## config.mk

```make
export PLATFORM = sky130hd
export DESIGN_NAME = imul_iterative
export DESIGN_NICKNAME = d
export VERILOG_FILES = /design/src/rtl/imul_iterative.sv
export SDC_FILE = /design/constraint.sdc
export NUM_CORES = 1
export LEC_CHECK = 0
export ABC_AREA = 1
export BUFFER_PORTS_ARGS = -buffer_cell sky130_fd_sc_hd__buf_2
export CORE_MARGIN = 2
export CORE_UTILIZATION = 64
export CTS_BUF_LIST = sky130_fd_sc_hd__clkbuf_4
export CTS_CLUSTER_SIZE = 28
export DETAILED_ROUTE_END_ITERATION = 7
export GPL_TIMING_DRIVEN = 0
export PLACE_DENSITY = 0.95
export SLEW_MARGIN = 40
export SYNTH_ARGS = -nofsm -noshare
export SYNTH_HDL_FRONTEND = slang
export SYNTH_SLANG_ARGS = --single-unit
```

## constraint.sdc

```tcl
create_clock -name clk -period 4.07 [get_ports clk]
set_input_delay 0.814 -clock clk [delete_from_list [all_inputs] [get_ports clk]]
set_output_delay 0.814 -clock clk [all_outputs]
set_load 0.005 [all_outputs]
```

## src/rtl/imul_iterative.sv

```systemverilog
// Multi-cycle shift-add multiplier returning the low nbits of a*b over val/rdy streams.
// Optional IMUL_EARLY_EXIT_EN: finish as soon as the remaining multiplier bits are all zero.
module imul_iterative #(
  parameter int unsigned nbits = 32
) (
  input  logic             clk,
  input  logic             rst_n,
  input  logic             istream_val,
  output logic             istream_rdy,
  input  logic [nbits-1:0] istream_a,
  input  logic [nbits-1:0] istream_b,
  output logic             ostream_val,
  input  logic             ostream_rdy,
  output logic [nbits-1:0] ostream_msg
);

  localparam int unsigned CntW = $clog2(nbits) + 1;
  localparam logic [CntW-1:0] CntLast = CntW'(nbits - 1);

  typedef enum logic [1:0] {StIdle, StCalc, StDone} state_e;

  state_e          state_q, state_d;
  logic [nbits-1:0] a_q, a_d;
  logic [nbits-1:0] b_q, b_d;
  logic [nbits-1:0] result_q, result_d;
  logic [CntW-1:0]  cnt_q, cnt_d;
  logic             last_iter;

`ifdef IMUL_EARLY_EXIT_EN
  // Stop once the shifted multiplier holds no more set bits.
  assign last_iter = (cnt_q == CntLast) || (b_q[nbits-1:1] == '0);
`else
  assign last_iter = (cnt_q == CntLast);
`endif

  always_ff @(posedge clk or negedge rst_n) begin
    if (!rst_n) begin
      state_q  <= StIdle;
      a_q      <= '0;
      b_q      <= '0;
      result_q <= '0;
      cnt_q    <= '0;
    end else begin
      state_q  <= state_d;
      a_q      <= a_d;
      b_q      <= b_d;
      result_q <= result_d;
      cnt_q    <= cnt_d;
    end
  end

  always_comb begin
    state_d  = state_q;
    a_d      = a_q;
    b_d      = b_q;
    result_d = result_q;
    cnt_d    = cnt_q;
    case (state_q)
      StIdle: begin
        if (istream_val) begin
          a_d      = istream_a;
          b_d      = istream_b;
          result_d = '0;
          cnt_d    = '0;
          state_d  = StCalc;
        end
      end
      StCalc: begin
        if (b_q[0]) result_d = result_q + a_q;
        a_d   = a_q << 1;
        b_d   = b_q >> 1;
        cnt_d = cnt_q + CntW'(1);
        if (last_iter) state_d = StDone;
      end
      StDone: begin
        if (ostream_rdy) state_d = StIdle;
      end
      default: state_d = StIdle;
    endcase
  end

  assign istream_rdy = (state_q == StIdle);
  assign ostream_val = (state_q == StDone);
  assign ostream_msg = result_q;

endmodule

```

; ---- After elaboration in Yosys (flattened, before gate mapping)
; Index checks and enable logic that the tools add are counted.
[totals]
wordCells = 32
rom_bits = 0
in_bits = 68
mem_bits_rw = 0
mem_count = 0
latch_bits = 0
register_bits = 104
[op_classes]
magnitude_cmp = 0
muxes = 13
reduce_logical = 5
add_sub_neg = 2
bitwise_logic = 0
n_eq_ne = 7
div_mod_pow = 0
n_mul = 0
shifts = 0
[ops]
columns = cell, count
row1 = 32-bit one-hot mux with 2 select lines, 3
row2 = 32-bit two-way mux, 4
row3 = 32-bit adder, 1
row4 = 6-bit one-hot mux with 2 select lines, 1
row5 = 6-bit by 1-bit adder with 6-bit output (second input constant), 1
row6 = 6-bit by 5-bit equality test with 1-bit output (second input constant), 1
row7 = 2-bit two-way mux, 3
row8 = 6-bit two-way mux, 1
row9 = 2-bit != test (second input constant), 3
row10 = 2-bit one-hot mux with 3 select lines, 1
row11 = 3-bit AND reduction, 2
row12 = 2-bit by 1-bit equality test with 1-bit output (second input constant), 1
row13 = 2-bit equality test (second input constant), 1
row14 = 2-bit logical NOT, 1
row15 = 2-bit by 1-bit != test with 1-bit output (second input constant), 1
row16 = 2-bit AND reduction, 1
row17 = 2-bit nonzero test, 1

; ---- Depth between registers and ports, before layout
; Gate-level depths: netlist (run 1).
[logic_depth]
depth_word = 3
mapped_depth = 13

; ---- Least setup slack after synthesis (run 1)
; No wires, ideal clock.
[synth_path]
path_kind = reg2reg
startpoint = register result_q[0] (netlist: ostream_msg[0])
endpoint = register result_q[28] (netlist: ostream_msg[28])
setup_time_ns = 0.117
n_path_buf = 0
setup_slack_ns = 2.266
t_arrival_ns = 1.687
path_stages_with_launch = 14
path_cell_list = dfrtp_1 ha_1 inv_1 fa_1 inv_1 nand3_1 nand3_1 nand3_1 nand3_1 nand2_1 nand2_1 nand2_1 nand3_1 nand2_1
[synth_between]
elab_chain_len = 3
[synth_rtl]
columns = element, line_no
row1 = start: declaration, 25  ; logic [nbits-1:0] result_q, result_d;
row2 = start signal: assignment, 47  ; result_q <= result_d;
row3 = 32-bit adder, 69  ; if (b_q[0]) result_d = result_q + a_q;
row4 = 32-bit two-way mux, 69
row5 = 32-bit one-hot mux with 2 select lines, 58  ; case (state_q)
; No other way between the ends. The select of a mux whose other input is x is not followed.
; A chain may end at the register's enable or synchronous reset.

; ---- Worst setup path in the final report (run 1)
; Ends and elaborated chain as after synthesis.

==> results of run 1 <==
## flip-flops by register name, summed over array words and instances (netlist names)
signal       cells
a_q             32
b_q             32
cnt_q            6
ostream_msg     32
state_q          2
## synth_stat cells
library cell    n  area (µm²)
a21o_1          1        7.51
a21oi_1        41         205
a22o_1          3        26.3
a22oi_1        19         143
a32o_1          2        20.0
buf_1           1        3.75
buf_2          16        80.1
buf_4           5        37.5
buf_6           4        45.0
clkbuf_1        5        18.8
dfrtp_1       104        2600
fa_1            1        20.0
ha_1           32         400
inv_1         151         567
inv_2           5        18.8
mux2i_1         1        10.0
nand2_1       370        1390
nand2_2         2        12.5
nand3_1        51         255
nand3b_1        2        15.0
nand4_1         3        18.8
nor2_1         56         210
nor2_2          2        12.5
nor2_4          2        22.5
nor3_1          5        25.0
o211ai_1       12        90.1
o21ai_0        34         170
o21ai_1         2        10.0
o21bai_1        3        22.5
o221ai_1       16         140
o22ai_1        11        68.8
o31ai_1         1        7.51
o31ai_2         1        12.5
or2_2           2        12.5
xnor2_1         1        8.76
xor2_1          2        17.5
## final timing paths
path                       slack (ns)  cells past startpoint      startpoint              end
max                              1.83                     13  ostream_msg[0]  ostream_msg[28]
min                              0.11                      1           rst_n   ostream_msg[7]
max reg2reg                      1.83                     13  ostream_msg[0]  ostream_msg[28]
min reg2reg                      0.50                      1        cnt_q[5]         cnt_q[5]
max in group asynchronous        3.30                      2           rst_n          a_q[22]
min in group clk                 0.49                      3   istream_a[23]          a_q[23]
## layout make-up
class,instances,area [µm²]
Clock inverter,7,73.8
Fill cell,828,2690
Antenna cell,1,2.50
Sequential cell,104,2600
Buffer,31,185
Clock buffer,9,67.6
Tap cell,136,170
Multi-Input combinational cell,678,3350
Timing Repair Buffer,102,543
Inverter,156,586
## power by group through the flow
stage	clock (mW)	sequential (mW)	combinational, mW
final	0.560	1.66	2.62
after CTS	0.545	1.64	2.58
after global placement	0	1.65	2.45
after global routing	0.592	1.69	2.94
after detailed placement	0	1.66	2.55
after floorplan	0	1.58	1.86
## kinds of logic (layout without fill, tap and decap cells)
group           count (synthesis)  after routing  share of synthesized area
compound gates                146            146                      0.137
xor+xnor                        3              3                    0.00391
fa+ha+maj                      33             33                     0.0625
buf+inv                       187            305                      0.115
flops                         104            104                      0.387
mux                             1              1                    0.00149
other cells                     0              1                          0
simple gates                  495            495                      0.293
## through the flow
step / util / hold WS (ns) / setup WS (ns) / area (µm²)
global placement: 0.720 / 0.467 / 1.05 / 7400
global route: 0.738 / 0.118 / 1.67 / 7580
detailed placement: 0.724 / 0.481 / 1.89 / 7440
finish: 0.738 / 0.110 / 1.83 / 7580
CTS: 0.738 / 0.133 / 1.85 / 7580
floorplan: - / 0.447 / 2.27 / 6730
## metal layers
layer  global-route usage  vias up
li1                     -     3326
met1                0.439     3131
met2                0.554      389
met3               0.0582       82
met4                0.179        0
met5                    0        -
==> run metrics, run 1 <==
setup tns final=0 ns; Worst setup EP type=flop; row count=37; power density normalized to cell area=639 nW/µm²; pin count of the biggest net entering global routing=slightly below 80; Leak=4.38 nW; number of global-route vias before repair=approximately 6.5k; Crit Path Max Fanout=5; deepest clock path buffer count=2; commonest non-fill, non-tap cell in the layout=nand2_1; remaining global-route overflow=0; detailed-route wire length=18600 µm; global-route wire length before repair=30100 µm; number of antenna violations at the first check in global routing=1; combined buffer and inverter count along the critical path=2; area of the core=10300 µm²; area overhead of the layout relative to synthesis=12.7%; Worst Clk Skew=0.0272 ns; final standard cell count with taps included and fillers excluded=1224; part of the total power dissipated in the clock network=0.116; leading cell types in the layout, fill and taps excluded=nand2_1, inv_1, buf_2; delay of the slowest cell on the worst path=0.41 ns; port buffer count=roughly 100; first-pass iteration count of the detailed router=5; die area=11300 µm²; number of sinks on the clock net=roughly 100; post-synthesis instance area=6730 µm²; fraction of power spent switching nets=0.490; total internal power=2.47 mW; portion of the post-synthesis area used by sequential elements=0.387; part of the total power dissipated in combinational logic=0.542; unrepaired setup endpoints after global routing=no; cell with the largest stage delay on the worst path=dfrtp_1; width of the die=107 µm; required time of the critical path=4.49 ns; I/O pin count=102; Gate Count Post-Synth=969; Max-Slew Margin vs Limit=0.653; Worst-path clk slew=0.20 ns; post_cts resized=0; register bit total from synthesis=roughly 100; detail-routed via count per cell=5.66; routed wirelength normalized by instance count=15.2 µm; number of hold buffers added after cts=0; Worst-Margin Slew=0.521 ns; clock latency of the later-clocked register in the worst-skew pair=roughly 0.5 ns; outcome=complete, no violations; Syn Nets=1070; WL met2=8670 µm; fraction of final layout cells sized beyond drive strength 1=0.144; count of yosys warnings during synthesis=0; Max Transition Viols Final=0; clock buffers created by TritonCTS=9; vias=6928; highest attainable clock frequency=~450 MHz; placer congestion estimate=0.957; number of H-tree branching levels=3; sum of routed wire segments on met1=about 7400 µm; starting utilization of the core area=0.654; number of endpoints with negative hold slack in the final report=0; Post-DP HPWL=14300 µm; overall die height=107 µm; CTS tree=yes; clock tree root buffer cell=clkbuf_4; Worst setup SP type=flop; critical path start-end classification=flop to flop; path category of the worst min-delay check=input pin to asynchronous set/reset pin; Net Sw Power=2.37 mW; Max Cap Viol=0; Nets=1183; remaining design rule violation count=0; Seq pwr share=0.342; Global Route Usage Sum=0.341; # Post-CTS Setup Buffers=0; Worst VDD drop=about 0.31 mV; Final Setup Violations=0; top cell family by delay on the critical path=simple AND/OR/NAND/NOR gates; post-synthesis cell type count=36; met3 wirelength from detailed routing=1690 µm; Highest Signal Layer=met4; count of routing violations after the opening detailed-route iteration=581; synthesized area per cell=a little under 7 µm²; ordered list of cells on the worst path=ha_1, inv_1, fa_1, inv_1, nand3_1, nand3_1, nand3_1, nand3_1, nand2_1, nand2_1, nand2_1, nand3_1, nand2_1; arrival time reported for the critical path endpoint=2.66 ns; overall power after layout=4.84 mW; final period utilization=0.551; cell count after placement=1207; crit path time final=around 2.2 ns; antenna violation net count after detailed routing=0; Most Frequent Cell on Critical Path=nand3_1
No activity file was read; power rests on OpenSTA's default activity.
==> inputs of run 2 (changes only) <==
- ABC_AREA: 1 -> 0
- CORE_UTILIZATION: 64 -> 59
- PLACE_DENSITY: 0.95 -> 0.94
- clock period: 4.07 -> 2.2 ns (I/O delays scaled with it)
==> run metrics, run 2 <==
outcome=complete, but fails checks; violated checks=DRC, setup timing; die area=11900 µm² (+4.7%); Synth top area share=0.400 (+0.0134); Nets=1013 (-14%); Crit Path Max Fanout=3 (-2); synthesized area per cell=8.87 µm² (+28%); CP startpoint=ostream_msg[11]; unrepaired setup endpoints after global routing=yes; clock buffers created by TritonCTS=9 (unchanged); number of H-tree branching levels=3 (unchanged); launch point of the worst reg-to-reg path=ostream_msg[11]; placer congestion estimate=0.893 (-6.7%); Worst setup SP type=flop; final core occ=0.794 (+0.0556); cell taking the most area after synthesis=dfrtp_1; starting utilization of the core area=0.602 (-0.0521); most frequent cells after synthesis=dfrtp_1, a21oi_1, o21ai_0; vias=7775 (+12%); overall power after layout=11.8 mW (+140%); required time of the critical path=2.60 ns (-1.89 ns); delay of the slowest cell on the worst path=0.58 ns (+0.17 ns); number of enable flip-flop cells after synthesis=0 (unchanged); routed wirelength normalized by instance count=26.3 µm (+73%); clock tree root buffer cell=clkbuf_4; overall die height=109 µm (+2.3%); Worst Clk Skew=0.0369 ns (+0.00973 ns); arrival time reported for the critical path endpoint=3.35 ns (+0.69 ns); port buffer count=101 (unchanged); register bit total from synthesis=104 (unchanged); commonest non-fill, non-tap cell in the layout=buf_2; synth top area cells=dfrtp_1, a22oi_1, a21oi_1; row count=38 (+2.7%); area overhead of the layout relative to synthesis=31.7%; hold wc startpoint=istream_b[27]; first-pass iteration count of the detailed router=8 (+3); fraction of registers with async set or reset after synthesis=1.00 (unchanged); clock latency of the later-clocked register in the worst-skew pair=0.53 ns (+0.02 ns); Filler cells=605 (-27%); Worst VDD drop=0.774 mV (+150%); post-layout worst setup margin=-0.748 ns (-2.58 ns); count leader, synth=dfrtp_1; setup tns final=-11.39 ns (-11.39 ns); Worst-Margin Slew=0.739 ns (+0.218 ns); number of endpoints with negative hold slack in the final report=0 (unchanged); Gate Count Post-Synth=733 (-24%); leading register cell type out of synthesis=dfrtp_1; capture point of the worst reg-to-reg path=ostream_msg[31]; I/O pin count=102 (unchanged); antenna violation net count after detailed routing=0 (unchanged); cell with the largest stage delay on the worst path=dfrtp_1; portion of the post-synthesis area used by sequential elements=0.400 (+0.0134); remaining global-route overflow=0 (unchanged); width of the die=109 µm (+2.3%); number of global-route vias before repair=7060 (+8.3%); global-route wire length before repair=36200 µm (+20%); CTS tree=yes; Post-DP HPWL=12500 µm (-13%); post-synthesis cell type count=65 (+81%); deepest clock path buffer count=2 (unchanged); Global Route Usage Sum=0.400 (+0.0586); Syn Nets=834 (-22%); highest attainable clock frequency=339 MHz (-24%); remaining design rule violation count=11 (+11); pin count of the biggest net entering global routing=69 (-13%); ordered list of cells on the worst path=ha_4, nand2_4, nor4b_4, o21ai_4, and2_0, o311ai_2, a211oi_2, o311ai_1, o41ai_1; number of antenna violations at the first check in global routing=0 (-1); R2R depth=9 (-4); power density normalized to cell area=1370 nW/µm² (+120%); Hold WS=0.192 ns (+0.0821 ns); detailed-route wire length=27800 µm (+50%); fraction of final layout cells sized beyond drive strength 1=0.322 (+0.178); dpl ws=-0.421 ns (-2.32 ns); leading cell types in the layout, fill and taps excluded=buf_2, dfrtp_1, a21oi_1, o21ai_0, nor2b_1; Max Transition Viols Final=0 (unchanged); antenna cells=0 (-1); number of sinks on the clock net=104 (unchanged); Leak=3.79 nW (-13%); final period utilization=1.34 (+0.789); Worst-path clk slew=0.20 ns (about the same); hold depth=3; crit path time final=2.95 ns (+0.706 ns); count of routing violations after the opening detailed-route iteration=1432 (+150%); post-synthesis instance area=6500 µm² (-3.3%); worst hold path endpoint=b_q[27]; Worst setup EP type=flop; Max-Slew Margin vs Limit=0.508 (-0.145); area of the core=10800 µm² (+5.0%); path category of the worst min-delay check=input pin to flop; Max Cap Viol=0 (unchanged); count of yosys warnings during synthesis=0 (unchanged); detail-routed via count per cell=7.36 (+30%); Reg2Reg Setup Slack=-0.75 ns (-2.58 ns); Final Setup Violations=25 (+25); critical path start-end classification=flop to flop
## run 2: cell count changes in the layout (fill, tap and decap cells not counted), sizes merged, moves of 36 or more
cell and change:
a21oi +50, nand3 -41, nand2 -320, a22oi +42
o21ai +71, nor2 -40, inv -147, clkbuf +36
nor2b +69, buf +51
## run 2: logic make-up after synthesis
family / share of synthesized area
muxes: 0.00962
buffers and inverters: 0.0383
AOI/OAI and AO/OA: 0.303
DFF: 0.400
xor gates and xnor gates: 0.0296
adders and majority gates: 0.0647
and+or+nand+nor: 0.155
## run 2: timing repair
item                                    CTS  global route
endpoints found under the setup margin   55            62
resized for setup                        62            69
pin swaps                                21            48
hold buffers                              1             0
setup buffers                            38            35
endpoints found under the hold margin    36             0
## run 2: metrics by stage
step           cell area [µm²]  instances
2_1_floorplan             6560        733
3_3_place_gp              7240        974
3_5_place_dp              7280        975
4_1_cts                   8030       1026
5_1_grt                   8560       1057
6_report                  8560       1057
## run 2: worst max-delay path, delay by kind of cell (launching register included)
| kind | cells | cell delay, ns |
|---|---|---|
| compound gates | 5 | 1.07 |
| simple gates | 3 | 0.75 |
| flops | 1 | 0.58 |
| fa+ha+maj | 1 | 0.42 |
## run 2: routing by layer
metal / wire length, µm / vias to the layer above / GRT usage
met5: 0 / - / 0.0134
li1: - / 3040 / -
met1: 9090 / 3538 / 0.474
met4: 2910 / 0 / 0.271
met3: 3990 / 318 / 0.118
met2: 11800 / 879 / 0.625
## run 2: report_power, final
group	internal (mW)	switching, mW
combinational	3.03	4.08
sequential	2.63	0.904
clock	0.367	0.747
## run 2: how the worst max path moves through the flow
stage | end | slack (ns) | cells after the start
after floorplan | ostream_msg[31] | -0.28 | 9
after global placement | b_q[13] | -0.44 | 1
after detailed placement | ostream_msg[31] | -0.42 | 9
after CTS | ostream_msg[31] | -0.41 | 9
after global routing | ostream_msg[31] | -0.78 | 9
final | ostream_msg[31] | -0.75 | 9
## run 2: cell type report
type,count,area [µm²],area share
flip-flops and latches,104,2610,0.305
repair buffers,174,1130,0.132
inverters,11,41.3,0.00482
clock inverters,6,68.8,0.00804
multi-input cells,566,4280,0.499
plain buffers,46,191,0.0224
well taps,140,175,0.0205
clock buffers,10,75.1,0.00877
==> inputs of run 3 (changes only) <==
- CORE_UTILIZATION: 59 -> 55
- CTS_BUF_LIST: sky130_fd_sc_hd__clkbuf_4 -> default
- PLACE_DENSITY: 0.94 -> 0.89
==> run metrics, run 3 (synthesis gave the netlist of run 2 again) <==
outcome=complete, but fails checks; violated checks=setup timing; CTS tree=yes; number of H-tree branching levels=3 (unchanged); cell count after placement=978 (+0.31%); area of placed instances=7280 µm² (about the same); dpl ws=-0.438 ns (-0.0168 ns); Worst Clk Skew=0.0180 ns (-0.0189 ns); commonest non-fill, non-tap cell in the layout=buf_2; first-pass iteration count of the detailed router=5 (-3); number of antenna violations at the first check in global routing=0 (unchanged); placer congestion estimate=0.932 (+4.4%); fraction of power spent switching nets=0.444 (-0.0438); Max Transition Viols Final=0 (unchanged); final standard cell count with taps included and fillers excluded=1024 (-3.1%); detail-routed via count per cell=6.66 (-9.5%); I/O pin count=102 (unchanged); Sequential cell area=2610 µm² (about the same); arrival time reported for the critical path endpoint=2.86 ns (-0.49 ns); Nets=978 (-3.5%); port buffer count=101 (unchanged); remaining design rule violation count=0 (-11); area overhead of the layout relative to synthesis=26.9%; Filler cells=769 (+27%); row count=39 (+2.6%); Max-Slew Margin vs Limit=0.574 (+0.0661); clock latency of the later-clocked register in the worst-skew pair=0.36 ns (-0.17 ns); Global Route Usage Sum=0.300 (-0.100); Hold WS=0.358 ns (+0.165 ns); pin count of the biggest net entering global routing=67 (-2.9%); antenna violation net count after detailed routing=0 (unchanged); number of global-route vias before repair=6301 (-11%); critical path start-end classification=flop to flop; clock tree root buffer cell=clkbuf_16; unrepaired setup endpoints after global routing=yes; fraction of final layout cells sized beyond drive strength 1=0.271 (-0.0504); Final Setup Violations=20 (-20%); summed area of non-filler cells in the final layout=8250 µm² (-3.7%); detailed-route wire length=20800 µm (-25%); power density normalized to cell area=1290 nW/µm² (-5.9%); leading cell types in the layout, fill and taps excluded=buf_2, dfrtp_1, a21oi_1; part of the total power dissipated in combinational logic=0.531 (-0.074); final core occ=0.719 (-0.0741); number of endpoints with negative hold slack in the final report=0 (unchanged); hold depth=3 (unchanged); Worst setup SP type=flop; Worst-Margin Slew=0.639 ns (-0.0992 ns); required time of the critical path=2.43 ns (-0.17 ns); Seq pwr share=0.323 (+0.022); setup tns final=-5.40 ns (+5.99 ns); Crit Path Max Fanout=3 (unchanged); Worst setup EP type=flop; part of the total power dissipated in the clock network=0.145 (+0.050); Max Cap Viol=0 (unchanged); highest attainable clock frequency=380 MHz (+12%); crit path time final=2.63 ns (-0.314 ns); post-layout worst setup margin=-0.434 ns (+0.314 ns); overall die height=113 µm (+3.4%); routed wirelength normalized by instance count=20.3 µm (-23%); total internal power=5.93 mW (-1.6%); number of sinks on the clock net=104 (unchanged); antenna cells=0 (unchanged); die area=12700 µm² (+7.0%); clock buffers created by TritonCTS=9 (unchanged); Leak=3.64 nW (-4.1%); count of routing violations after the opening detailed-route iteration=674 (-53%); multi-input logic area=4110 µm² (-3.9%); overall power after layout=10.7 mW (-9.3%); width of the die=113 µm (+3.4%); starting utilization of the core area=0.567 (-0.0354); Net Sw Power=4.73 mW (-17%); deepest clock path buffer count=2 (unchanged); Post-DP HPWL=12400 µm (-0.76%); Worst VDD drop=0.945 mV (+22%); remaining global-route overflow=0 (unchanged); global-route wire length before repair=31000 µm (-14%); R2R depth=11 (+2); final period utilization=1.20 (-0.143); Worst-path clk slew=0.08 ns (-0.12 ns); vias=6816 (-12%); area of the core=11500 µm² (+6.2%); path category of the worst min-delay check=input pin to flop
-- run 3: cell count changes in the layout (fill, tap and decap cells not counted), moves of 3 or more --
cell / change
buf_4: -30
a21oi_1: +5
clkbuf_16: +9
a21oi_2: -5
clkbuf_4: -11
a211oi_2: -3
ha_4: -5
buf_6: -6
ha_1: +4
-- run 3: power groups by stage --
stage / registers [mW] / clock network [mW] / logic, mW
finish: 3.45 / 1.55 / 5.67
detailed placement: 3.33 / 0 / 4.56
global placement: 3.30 / 0 / 4.38
floorplan: 3.16 / 0 / 3.38
global route: 3.52 / 1.63 / 6.16
CTS: 3.35 / 1.55 / 5.00
-- run 3: critical path, cell delays in order (launching register included) --
cell	delay, ns
dfrtp_1	0.37
ha_2	0.19
inv_2	0.04
fa_2	0.39
nor2b_4	0.17
o31ai_4	0.09
a211oi_2	0.35
nand2b_4	0.22
a21oi_4	0.09
o31ai_4	0.26
mux2i_1	0.22
nand3_1	0.10
-- run 3: final timing paths --
check	start	end	slack, ns
max	ostream_msg[0]	ostream_msg[28]	-0.43
min	istream_b[14]	b_q[14]	0.36
max reg2reg	ostream_msg[0]	ostream_msg[28]	-0.43
min reg2reg	b_q[6]	b_q[5]	0.53
max in group asynchronous	rst_n	a_q[23]	0.99
min in group asynchronous	rst_n	a_q[9]	0.54
-- run 3: metal layers --
layer / GRT usage / vias to the layer above / share of wire
li1: - / 2982 / -
met1: 0.387 / 3303 / 0.39
met2: 0.502 / 429 / 0.49
met3: 0.0653 / 102 / 0.085
met4: 0.103 / 0 / 0.043
met5: 0 / - / 0
-- run 3: layout make-up --
cell class / instances / area share
plain buffers: 47 / 0.0234
clock buffers: 10 / 0.0290
clock inverters: 5 / 0.00500
inverters: 11 / 0.00500
multi-input cells: 566 / 0.498
flip-flops and latches: 104 / 0.316
well taps: 143 / 0.0217
repair buffers: 138 / 0.101
-- run 3: repair_timing --
item	4_1_cts	5_1_grt
gates resized for setup	54	40
pin swaps	20	29
hold endpoints to repair	38	0
buffers inserted	14	23
hold buffers	1	0
endpoints found under the setup margin	41	72
